<file path="config.mk">
export PLATFORM = sky130hd
export DESIGN_NAME = muldiv_unit_flat
export DESIGN_NICKNAME = d
export VERILOG_FILES = /design/src/rtl/muldiv_unit_if.sv /design/src/rtl/muldiv_unit.sv /design/src/flat_wrapper.sv
export SDC_FILE = /design/constraint.sdc
export NUM_CORES = 1
export LEC_CHECK = 0
export ABC_CLOCK_PERIOD_IN_PS = 5920
export BUFFER_PORTS_ARGS = -buffer_cell sky130_fd_sc_hd__clkbuf_2
export CORE_MARGIN = 2
export CORE_UTILIZATION = 40
export DETAILED_ROUTE_END_ITERATION = 8
export PLACE_DENSITY_LB_ADDON = 0.12
export SLEW_MARGIN = 0
export SYNTH_ARGS = -nofsm -noshare
export SYNTH_HDL_FRONTEND = slang
export SYNTH_SLANG_ARGS = --single-unit
</file>
<file path="constraint.sdc">
create_clock -name clk -period 5.92 [get_ports clk]
set_input_delay 1.776 -clock clk [delete_from_list [all_inputs] [get_ports clk]]
set_output_delay 1.776 -clock clk [all_outputs]
set_load 0.01 [all_outputs]
</file>
<file path="src/rtl/muldiv_unit_if.sv">
// muldiv_unit_if: request/response bundle between the execute-stage controller
// and the M-extension multiply/divide unit.
// The master drives the operation and the flush; the slave returns status and result.
interface muldiv_unit_if #(
  parameter int XLEN = 32
);
  logic            start;
  logic [2:0]      funct3;
  logic [XLEN-1:0] srca;
  logic [XLEN-1:0] srcb;
  logic            flush;
  logic            busy;
  logic            done;
  logic [XLEN-1:0] result;

  modport master (
    output start, funct3, srca, srcb, flush,
    input  busy, done, result
  );

  modport slave (
    input  start, funct3, srca, srcb, flush,
    output busy, done, result
  );
endinterface

</file>
<file path="src/rtl/muldiv_unit.sv">
// muldiv_unit: iterative RV32M/RV64M multiply/divide unit.
// Multiplication is radix-2 shift-add and division is restoring shift-subtract.
// Both share one 2*XLEN accumulator and are followed by a one-cycle sign fix-up.
// Divide-by-zero and signed overflow return their architectural results
// straight from IDLE without iterating.
// Optional build macro MULDIV_FAST_MUL_EN: multiplies form the full product
// combinationally in IDLE and finish in one cycle. Divides are unaffected.
module muldiv_unit #(
  parameter int XLEN = 32
) (
  input logic          clk,
  input logic          reset_n,
  muldiv_unit_if.slave bus
);
  localparam int CNTW = $clog2(XLEN);

  typedef enum logic [1:0] {IDLE, CALC, FIX, DONE} state_t;

  state_t            state;
  state_t            state_nxt;

  logic [2:0]        op;
  logic [2*XLEN-1:0] acc;
  logic [XLEN-1:0]   opb;
  logic              neg_hi;
  logic              neg_rem;
  logic [CNTW-1:0]   cnt;
  logic [XLEN-1:0]   result_r;

  logic              accept;
  logic              sign_a;
  logic              sign_b;
  logic [XLEN-1:0]   mag_a;
  logic [XLEN-1:0]   mag_b;
  logic              div_zero;
  logic              div_ovf;
  logic              direct;
  logic [XLEN-1:0]   direct_val;

  logic [XLEN:0]     mul_sum;
  logic [XLEN:0]     div_trial;
  logic [2*XLEN-1:0] acc_step;
  logic [XLEN-1:0]   acc_hi;
  logic [XLEN-1:0]   acc_lo;
  logic [XLEN-1:0]   fix_val;

`ifdef MULDIV_FAST_MUL_EN
  logic [2*XLEN-1:0] fast_prod;
`endif

  assign accept = (state == IDLE) && bus.start && !bus.flush;
  assign acc_hi = acc[2*XLEN-1:XLEN];
  assign acc_lo = acc[XLEN-1:0];

  // Decode the incoming request: operand signs, magnitudes and the results that need no iteration.
  always_comb begin
    sign_a = 1'b0;
    sign_b = 1'b0;
    case (bus.funct3)
      3'b001, 3'b100, 3'b110: begin
        sign_a = bus.srca[XLEN-1];
        sign_b = bus.srcb[XLEN-1];
      end
      3'b010:  sign_a = bus.srca[XLEN-1];
      default: ;
    endcase
    mag_a    = sign_a ? -bus.srca : bus.srca;
    mag_b    = sign_b ? -bus.srcb : bus.srcb;
    div_zero = bus.funct3[2] && (bus.srcb == '0);
    div_ovf  = bus.funct3[2] && !bus.funct3[0] &&
               (bus.srca == {1'b1, {(XLEN-1){1'b0}}}) && (bus.srcb == '1);
    direct   = div_zero || div_ovf;
    if (div_zero) begin
      direct_val = bus.funct3[1] ? bus.srca : '1;
    end else begin
      direct_val = bus.funct3[1] ? '0 : bus.srca;
    end
`ifdef MULDIV_FAST_MUL_EN
    fast_prod = {{XLEN{sign_a}}, bus.srca} * {{XLEN{sign_b}}, bus.srcb};
    if (!bus.funct3[2]) begin
      direct     = 1'b1;
      direct_val = (bus.funct3 == 3'b000) ? fast_prod[XLEN-1:0] : fast_prod[2*XLEN-1:XLEN];
    end
`endif
  end

  // One radix-2 step: the low half holds the multiplier or the dividend bits still to be consumed.
  always_comb begin
    mul_sum   = {1'b0, acc_hi} + (acc[0] ? {1'b0, opb} : '0);
    div_trial = {acc_hi, acc[XLEN-1]} - {1'b0, opb};
    if (!op[2]) begin
      acc_step = {mul_sum, acc[XLEN-1:1]};
    end else if (!div_trial[XLEN]) begin
      acc_step = {div_trial[XLEN-1:0], acc[XLEN-2:0], 1'b1};
    end else begin
      acc_step = {acc[2*XLEN-2:0], 1'b0};
    end
  end

  // Sign fix-up and output selection. The negated high product half is ~hi plus a carry out of the zero low half.
  always_comb begin
    fix_val = acc_hi;
    case (op)
      3'b000:         fix_val = acc_lo;
      3'b001, 3'b010: fix_val = neg_hi ? (~acc_hi + XLEN'(acc_lo == '0)) : acc_hi;
      3'b011:         fix_val = acc_hi;
      3'b100:         fix_val = neg_hi ? -acc_lo : acc_lo;
      3'b101:         fix_val = acc_lo;
      3'b110:         fix_val = neg_rem ? -acc_hi : acc_hi;
      default:        fix_val = acc_hi;
    endcase
  end

  // State register.
  always_ff @(posedge clk or negedge reset_n) begin
    if (!reset_n) begin
      state <= IDLE;
    end else begin
      state <= state_nxt;
    end
  end

  // Next-state logic; flush returns to IDLE from anywhere and beats start.
  always_comb begin
    state_nxt = state;
    if (bus.flush) begin
      state_nxt = IDLE;
    end else begin
      case (state)
        IDLE:    if (bus.start) state_nxt = direct ? DONE : CALC;
        CALC:    if (cnt == '0) state_nxt = FIX;
        FIX:     state_nxt = DONE;
        DONE:    state_nxt = IDLE;
        default: state_nxt = IDLE;
      endcase
    end
  end

  // Status outputs decoded from the current state.
  always_comb begin
    bus.busy = (state == CALC) || (state == FIX);
    bus.done = (state == DONE);
  end

  assign bus.result = result_r;

  // Datapath: latch the request, iterate, and write the result only when an op really completes.
  always_ff @(posedge clk or negedge reset_n) begin
    if (!reset_n) begin
      op       <= '0;
      acc      <= '0;
      opb      <= '0;
      neg_hi   <= 1'b0;
      neg_rem  <= 1'b0;
      cnt      <= '0;
      result_r <= '0;
    end else if (accept) begin
      op      <= bus.funct3;
      acc     <= {{XLEN{1'b0}}, mag_a};
      opb     <= mag_b;
      neg_hi  <= sign_a ^ sign_b;
      neg_rem <= sign_a;
      cnt     <= CNTW'(XLEN - 1);
      if (direct) begin
        result_r <= direct_val;
      end
    end else if (!bus.flush && (state == CALC)) begin
      acc <= acc_step;
      cnt <= cnt - 1'b1;
    end else if (!bus.flush && (state == FIX)) begin
      result_r <= fix_val;
    end
  end
endmodule

</file>
<file path="src/flat_wrapper.sv">
// flat-port wrapper written by rule: the top's interface ports become plain ports
module muldiv_unit_flat 
#(
  parameter int XLEN = 32
)
  (clk, reset_n, bus_start, bus_funct3, bus_srca, bus_srcb, bus_flush, bus_busy, bus_done, bus_result);
  muldiv_unit_if #(.XLEN(XLEN)) bus_i ();
  input logic clk;
  input logic reset_n;
  input wire logic [$bits(bus_i.start)-1:0] bus_start;
  input wire logic [$bits(bus_i.funct3)-1:0] bus_funct3;
  input wire logic [$bits(bus_i.srca)-1:0] bus_srca;
  input wire logic [$bits(bus_i.srcb)-1:0] bus_srcb;
  input wire logic [$bits(bus_i.flush)-1:0] bus_flush;
  output wire logic [$bits(bus_i.busy)-1:0] bus_busy;
  output wire logic [$bits(bus_i.done)-1:0] bus_done;
  output wire logic [$bits(bus_i.result)-1:0] bus_result;
  assign bus_i.start = bus_start;
  assign bus_i.funct3 = bus_funct3;
  assign bus_i.srca = bus_srca;
  assign bus_i.srcb = bus_srcb;
  assign bus_i.flush = bus_flush;
  assign bus_busy = bus_i.busy;
  assign bus_done = bus_i.done;
  assign bus_result = bus_i.result;
  muldiv_unit #(.XLEN(XLEN)) u_core (.clk(clk), .reset_n(reset_n), .bus(bus_i));
endmodule
</file>
Word-level counts from Yosys, hierarchy flattened --
Index checks and enable logic that the tools add are counted.
Storage, ports and cells: latch bits 0, memory bits (writable) 0, memories 0, register bits after elaboration 140, output and inout port bits 34, input port bits 71, bits in read-only memories 0, word-level logic and storage cells 88
Cells by class: equality and inequality tests 18, add/subtract/negate cells 8, shifts and indexed selects 0, $mul 0, bitwise gates (word level) 2, div/mod/pow operators 0, magnitude comparators 0, multiplexer cells 27, reductions and logical operators 25
Operator list (count):
- $mux W32 | 13
- $mux W64 | 4
- $neg A32 Y32 | 4
- $pmux W32 S4 | 1
- $eq A32 B32 Y1 const B | 2
- $logic_not A32 Y1 | 2
- $add A32 B33 Y33 | 1
- $sub A33 B32 Y33 | 1
- $add A32 B1 Y32 | 1
- $not A32 Y32 | 1
- $eq A3 B3 Y1 const B | 5
- $mux W5 | 2
- $logic_and A1 B1 Y1 | 8
- $mux W2 | 4
- $pmux W2 S4 | 1
- $eq A3 B1 Y1 const B | 2
- $eq A3 B2 Y1 const B | 2
- $logic_not A5 Y1 | 1
- $sub A5 B1 Y5 const B | 1
- $eq A2 B2 Y1 const B | 2
- $reduce_bool A2 Y1 | 2
- $reduce_or A2 Y1 | 2
- $reduce_or A4 Y1 | 1
- $logic_not A3 Y1 | 1
- other kinds (13) | 16

Longest topological paths before layout --
depth in word-level cells 9, depth in mapped cells 17, gate-level depth less buffers 16

Least setup slack after synthesis --
Ideal clock, no wire load.
kind reg-to-reg, start point register u_core.acc[0], end point register u_core.result_r[31] (netlist: u_core.bus.result[31]), required time 5.790 ns, period minus slack after synthesis 4.377 ns, stages on the path, launching flop included 18, setup time 0.130 ns, arrival 4.247 ns, setup slack 1.543 ns, path buffers 1, cells stage by stage dfrtp_1 -> inv_1 -> clkbuf_1 -> ha_1 -> or3b_2 -> nor4_1 -> and2_0 -> nor3b_1 -> ha_1 -> nor2b_1 -> nand3_1 -> nor2_1 -> nand2_1 -> o41ai_1 -> xor2_1 -> o221ai_1 -> o211ai_1 -> nand3_1
Between the ends: longest elaborated chain between the ends 7
Ends and longest elaborated chain:
- start, declared | line muldiv_unit.sv:23 | logic [2*XLEN-1:0] acc;
- start signal, assigned | line muldiv_unit.sv:159 | acc <= {{XLEN{1'b0}}, mag_a};
- start signal, assigned | line muldiv_unit.sv:168 | acc <= acc_step;
- $logic_not A32 Y1 | line muldiv_unit.sv:105 | 3'b001, 3'b010: fix_val = neg_hi ? (~acc_hi + XLEN'(acc_lo == '0)) : acc_hi;
- $add A32 B1 Y32 | line muldiv_unit.sv:105
- $mux W32 | line muldiv_unit.sv:105
- $pmux W32 S4 * | line muldiv_unit.sv:103 | case (op)
- $mux W32 * | line muldiv_unit.sv:170 | end else if (!bus.flush && (state == FIX)) begin
- $mux W32 * | line muldiv_unit.sv:167 | end else if (!bus.flush && (state == CALC)) begin
- $mux W32 * | line muldiv_unit.sv:157 | end else if (accept) begin
- end signal, assigned | line muldiv_unit.sv:165 | result_r <= direct_val;
- end signal, assigned | line muldiv_unit.sv:171 | result_r <= fix_val;
- end, declared | line muldiv_unit.sv:28 | logic [XLEN-1:0] result_r;
Every way passes the cells marked *; elsewhere a longest branch is shown, timed or not. The select of a mux whose other input is x is not followed. A chain may end at the register's enable or synchronous reset.

Worst setup path after layout --
start point register u_core.acc[0], end point register u_core.result_r[24] (netlist: u_core.bus.result[24])
Same word-level chain as after synthesis.

==> impl_metrics.ini <==
[layout]
multi_input_area_um2 = 11100
final_cell_mix = nand2_1, o21ai_0, nor2_1
layout_commonest_cell = nand2_1
n_antenna_cell = 0
syn_to_final_growth_pct = 10.2
seqCellArea_um2 = 3510
fin_nets = 2266
drive_gt1_share_pct = 10.4
fillerInstances = 3973

[timing]
relSlewSlack_pct = 31.4
slew_viol_final = 0
final_min_period_over_clock_period_pct = 81.3
hold_viol_final = 0
setup-violations-final = 0
setup_tns_ps = 0
rsz0062_at_grt = false
worst_slew_pin_slew_ps = 1030
min_period_ps = 4810
fin_skew_ps = 9.08
timing.hold.ws_ps = 481
fmax_ghz = 0.208

[power]
swShare_pct = 55.0
power_frac_clock_pct = 11.1
vdd_drop_max_uv = 366
intPower_mw = 4.90
comb_power_share_pct = 68.7
pwr_density_cell_nw_per_um2 = 641
p_sw_mw = 5.99
seqPwrFrac_pct = 20.1
p_leak_nw = 7.10

[global_route]
grt-ovfl-total = 0
antenna_found_initial = 1
track_usage_pct = 31.1
grt_pass1_wl_um = 97300
grt_pass1_vias = 15800
use_met3_pct = 5.53
met1_usage_pct = 46.5
grt.busiest_layer = met1
grtUsageMet2_pct = 44.4
grt_max_degree = 89

[yosys]
yosys_register_bits = 140
yosysWarningCount = 0
async_flop_share_pct = 100
synth_nets = 2258
ys.flop_type = dfrtp_1
ys_seq_area_share_pct = 22.7
yosys.cell_types.count = 81
postSynthCellCount = 2108
synthesis.area_um2 = 15400
syn-mean-instance-area_um2 = 7.32
synth-edff-count = 0

[run_status]
status = finished, final reports clean

[place]
hpwlAfterDp_um = 46700
place_congestion = 0.995
io_buffers = 104

[cts]
clkTransAtPathRegs_ps = 70
postCtsSetupBuffers = 0
clk_latency_ps = 450
clock_sinks = 140
clockRootBuffer = clkbuf_16
numCtsBuffers = 17
clock_path_buffers = 2
cts-resized-gates = 0
cts_tree = done
ctsHtreeMaxLevel = 4
cts_hold_buf = 0

[die]
die_h_um = 200
die_x_um = 200
dieArea_um2 = 40200
fp.coreArea_um2 = 37800
start_util_pct = 40.8
ios = 105
rows = 71

[drt]
vias = 16800
via_per_inst = 6.35
wl_per_cell_um = 24.0
post-route-drc-count = 0
routed_wl_um = 63400
drtIter0Drc = 2054
first_pass_iters = 7
ant_nets = 0

[critical_path]
r2r-start = u_core.acc[0]$_DFFE_PN0P_
slowest_stage = or3b_2
cp-start-kind = register
setup.worst_path.start = u_core.acc[0]$_DFFE_PN0P_
criticalPathCategory = register to register
path_cells = inv_1, ha_1, or3b_2, nor4_1, buf_4, and2_0, nor3b_1, ha_1, nor2b_1, nand3_1, buf_4, o31ai_1, xor2_1, o211ai_1, o22ai_1, a21oi_1, mux2_2
r2r_end = u_core.bus.result[24]$_DFFE_PN0P_
worst_ep_arrival_time_ps = 5140
path_delay_family = simple AND/OR/NAND/NOR gates
reg2reg_depth = 17
cp_slowest_stage_delay_ps = 540
cp_data_required_time_ps = 6250
worst-path-stages = 17
critPathBufInv = 3
reg2reg_slack_ps = 1110
endpoint_kind = register
critPathMaxFanout = 8
crit_end = u_core.bus.result[24]$_DFFE_PN0P_

[job]
max-cap-violations = 0

[worst_hold_path]
hp-class = register to register
-- tightest hold or removal path, stage by stage, from the launching register on --
cell and delay, ps:
dfrtp_1 340, nand2_1 50, o21ai_0 60
-- cells in the mapped netlist (all sizes together) (47+ instances only) --
master | instances | share of area (%)
nand2 | 218 | 5.3
xnor2 | 105 | 6.0
o211ai | 54 | 2.6
o21ai | 214 | 6.9
inv | 73 | 1.8
mux2i | 47 | 3.0
ha | 77 | 6.2
clkbuf | 135 | 3.3
nor2 | 201 | 4.9
dfrtp | 140 | 23
nand3 | 58 | 1.9
xor2 | 60 | 3.4
a21oi | 170 | 5.5
-- state kept, by name, summed over array words and instances (netlist names) --
signal / cells
u_core.neg_hi: 1
u_core.cnt: 5
u_core.state: 2
u_core.acc: 64
u_core.op: 3
u_core.opb: 32
u_core.bus.result: 32
u_core.neg_rem: 1
-- through the flow --
stage	utilization [%]	cells	total power, mW	worst slack (ps)	cell area, µm²
floorplan	-	2108	7.12	1540	15400
global placement	43.2	2608	9.40	978	16400
detailed placement	43.2	2608	9.43	908	16400
CTS	44.9	2640	10.7	1330	17000
global route	44.9	2640	11.6	842	17000
finish	44.9	2640	10.9	1110	17000
-- worst min path at each step --
stage	start	end	cells after the start
3_3_place_gp	u_core.opb[8]$_DFFE_PN0P_	u_core.opb[8]$_DFFE_PN0P_	2
3_5_place_dp	u_core.opb[18]$_DFFE_PN0P_	u_core.opb[18]$_DFFE_PN0P_	2
5_1_grt	u_core.opb[19]$_DFFE_PN0P_	u_core.opb[19]$_DFFE_PN0P_	2
2_1_floorplan	u_core.opb[10]$_DFFE_PN0P_	u_core.opb[10]$_DFFE_PN0P_	2
4_1_cts	u_core.opb[18]$_DFFE_PN0P_	u_core.opb[18]$_DFFE_PN0P_	2
6_report	u_core.opb[23]$_DFFE_PN0P_	u_core.opb[23]$_DFFE_PN0P_	2
-- layout make-up --
type / count / share of cell area, %
Clock inverter: 12 / 1.08
Multi-Input combinational cell: 1735 / 65.1
Timing Repair Buffer: 147 / 5.07
Clock buffer: 20 / 2.69
Tap cell: 511 / 3.76
Inverter: 75 / 1.66
Sequential cell: 140 / 20.6
-- cell families after synthesis --
kind of cell / share of synthesized area, %
buf+inv: 5.77
mux: 3.85
fa+ha+maj: 8.45
xor+xnor: 9.37
compound gates: 28.1
flops: 22.7
simple gates: 21.7
-- metal layers --
metal	share of wire, %	routed length, µm	up-vias
met5	0.017	11	-
li1	-	-	7714
met3	8.7	5490	136
met4	3.0	1880	2
met2	41	26200	824
met1	47	29800	8088
-- power by group through the flow --
| stage | Sequential (mW) | Combinational [mW] | Clock, mW |
|---|---|---|---|
| 3_5_place_dp | 2.17 | 7.26 | 0 |
| 2_1_floorplan | 1.72 | 5.39 | 0 |
| 6_report | 2.19 | 7.49 | 1.21 |
| 4_1_cts | 2.16 | 7.30 | 1.23 |
| 3_3_place_gp | 2.17 | 7.23 | 0 |
| 5_1_grt | 2.24 | 8.15 | 1.27 |
Power figures use the tool's default switching activity.
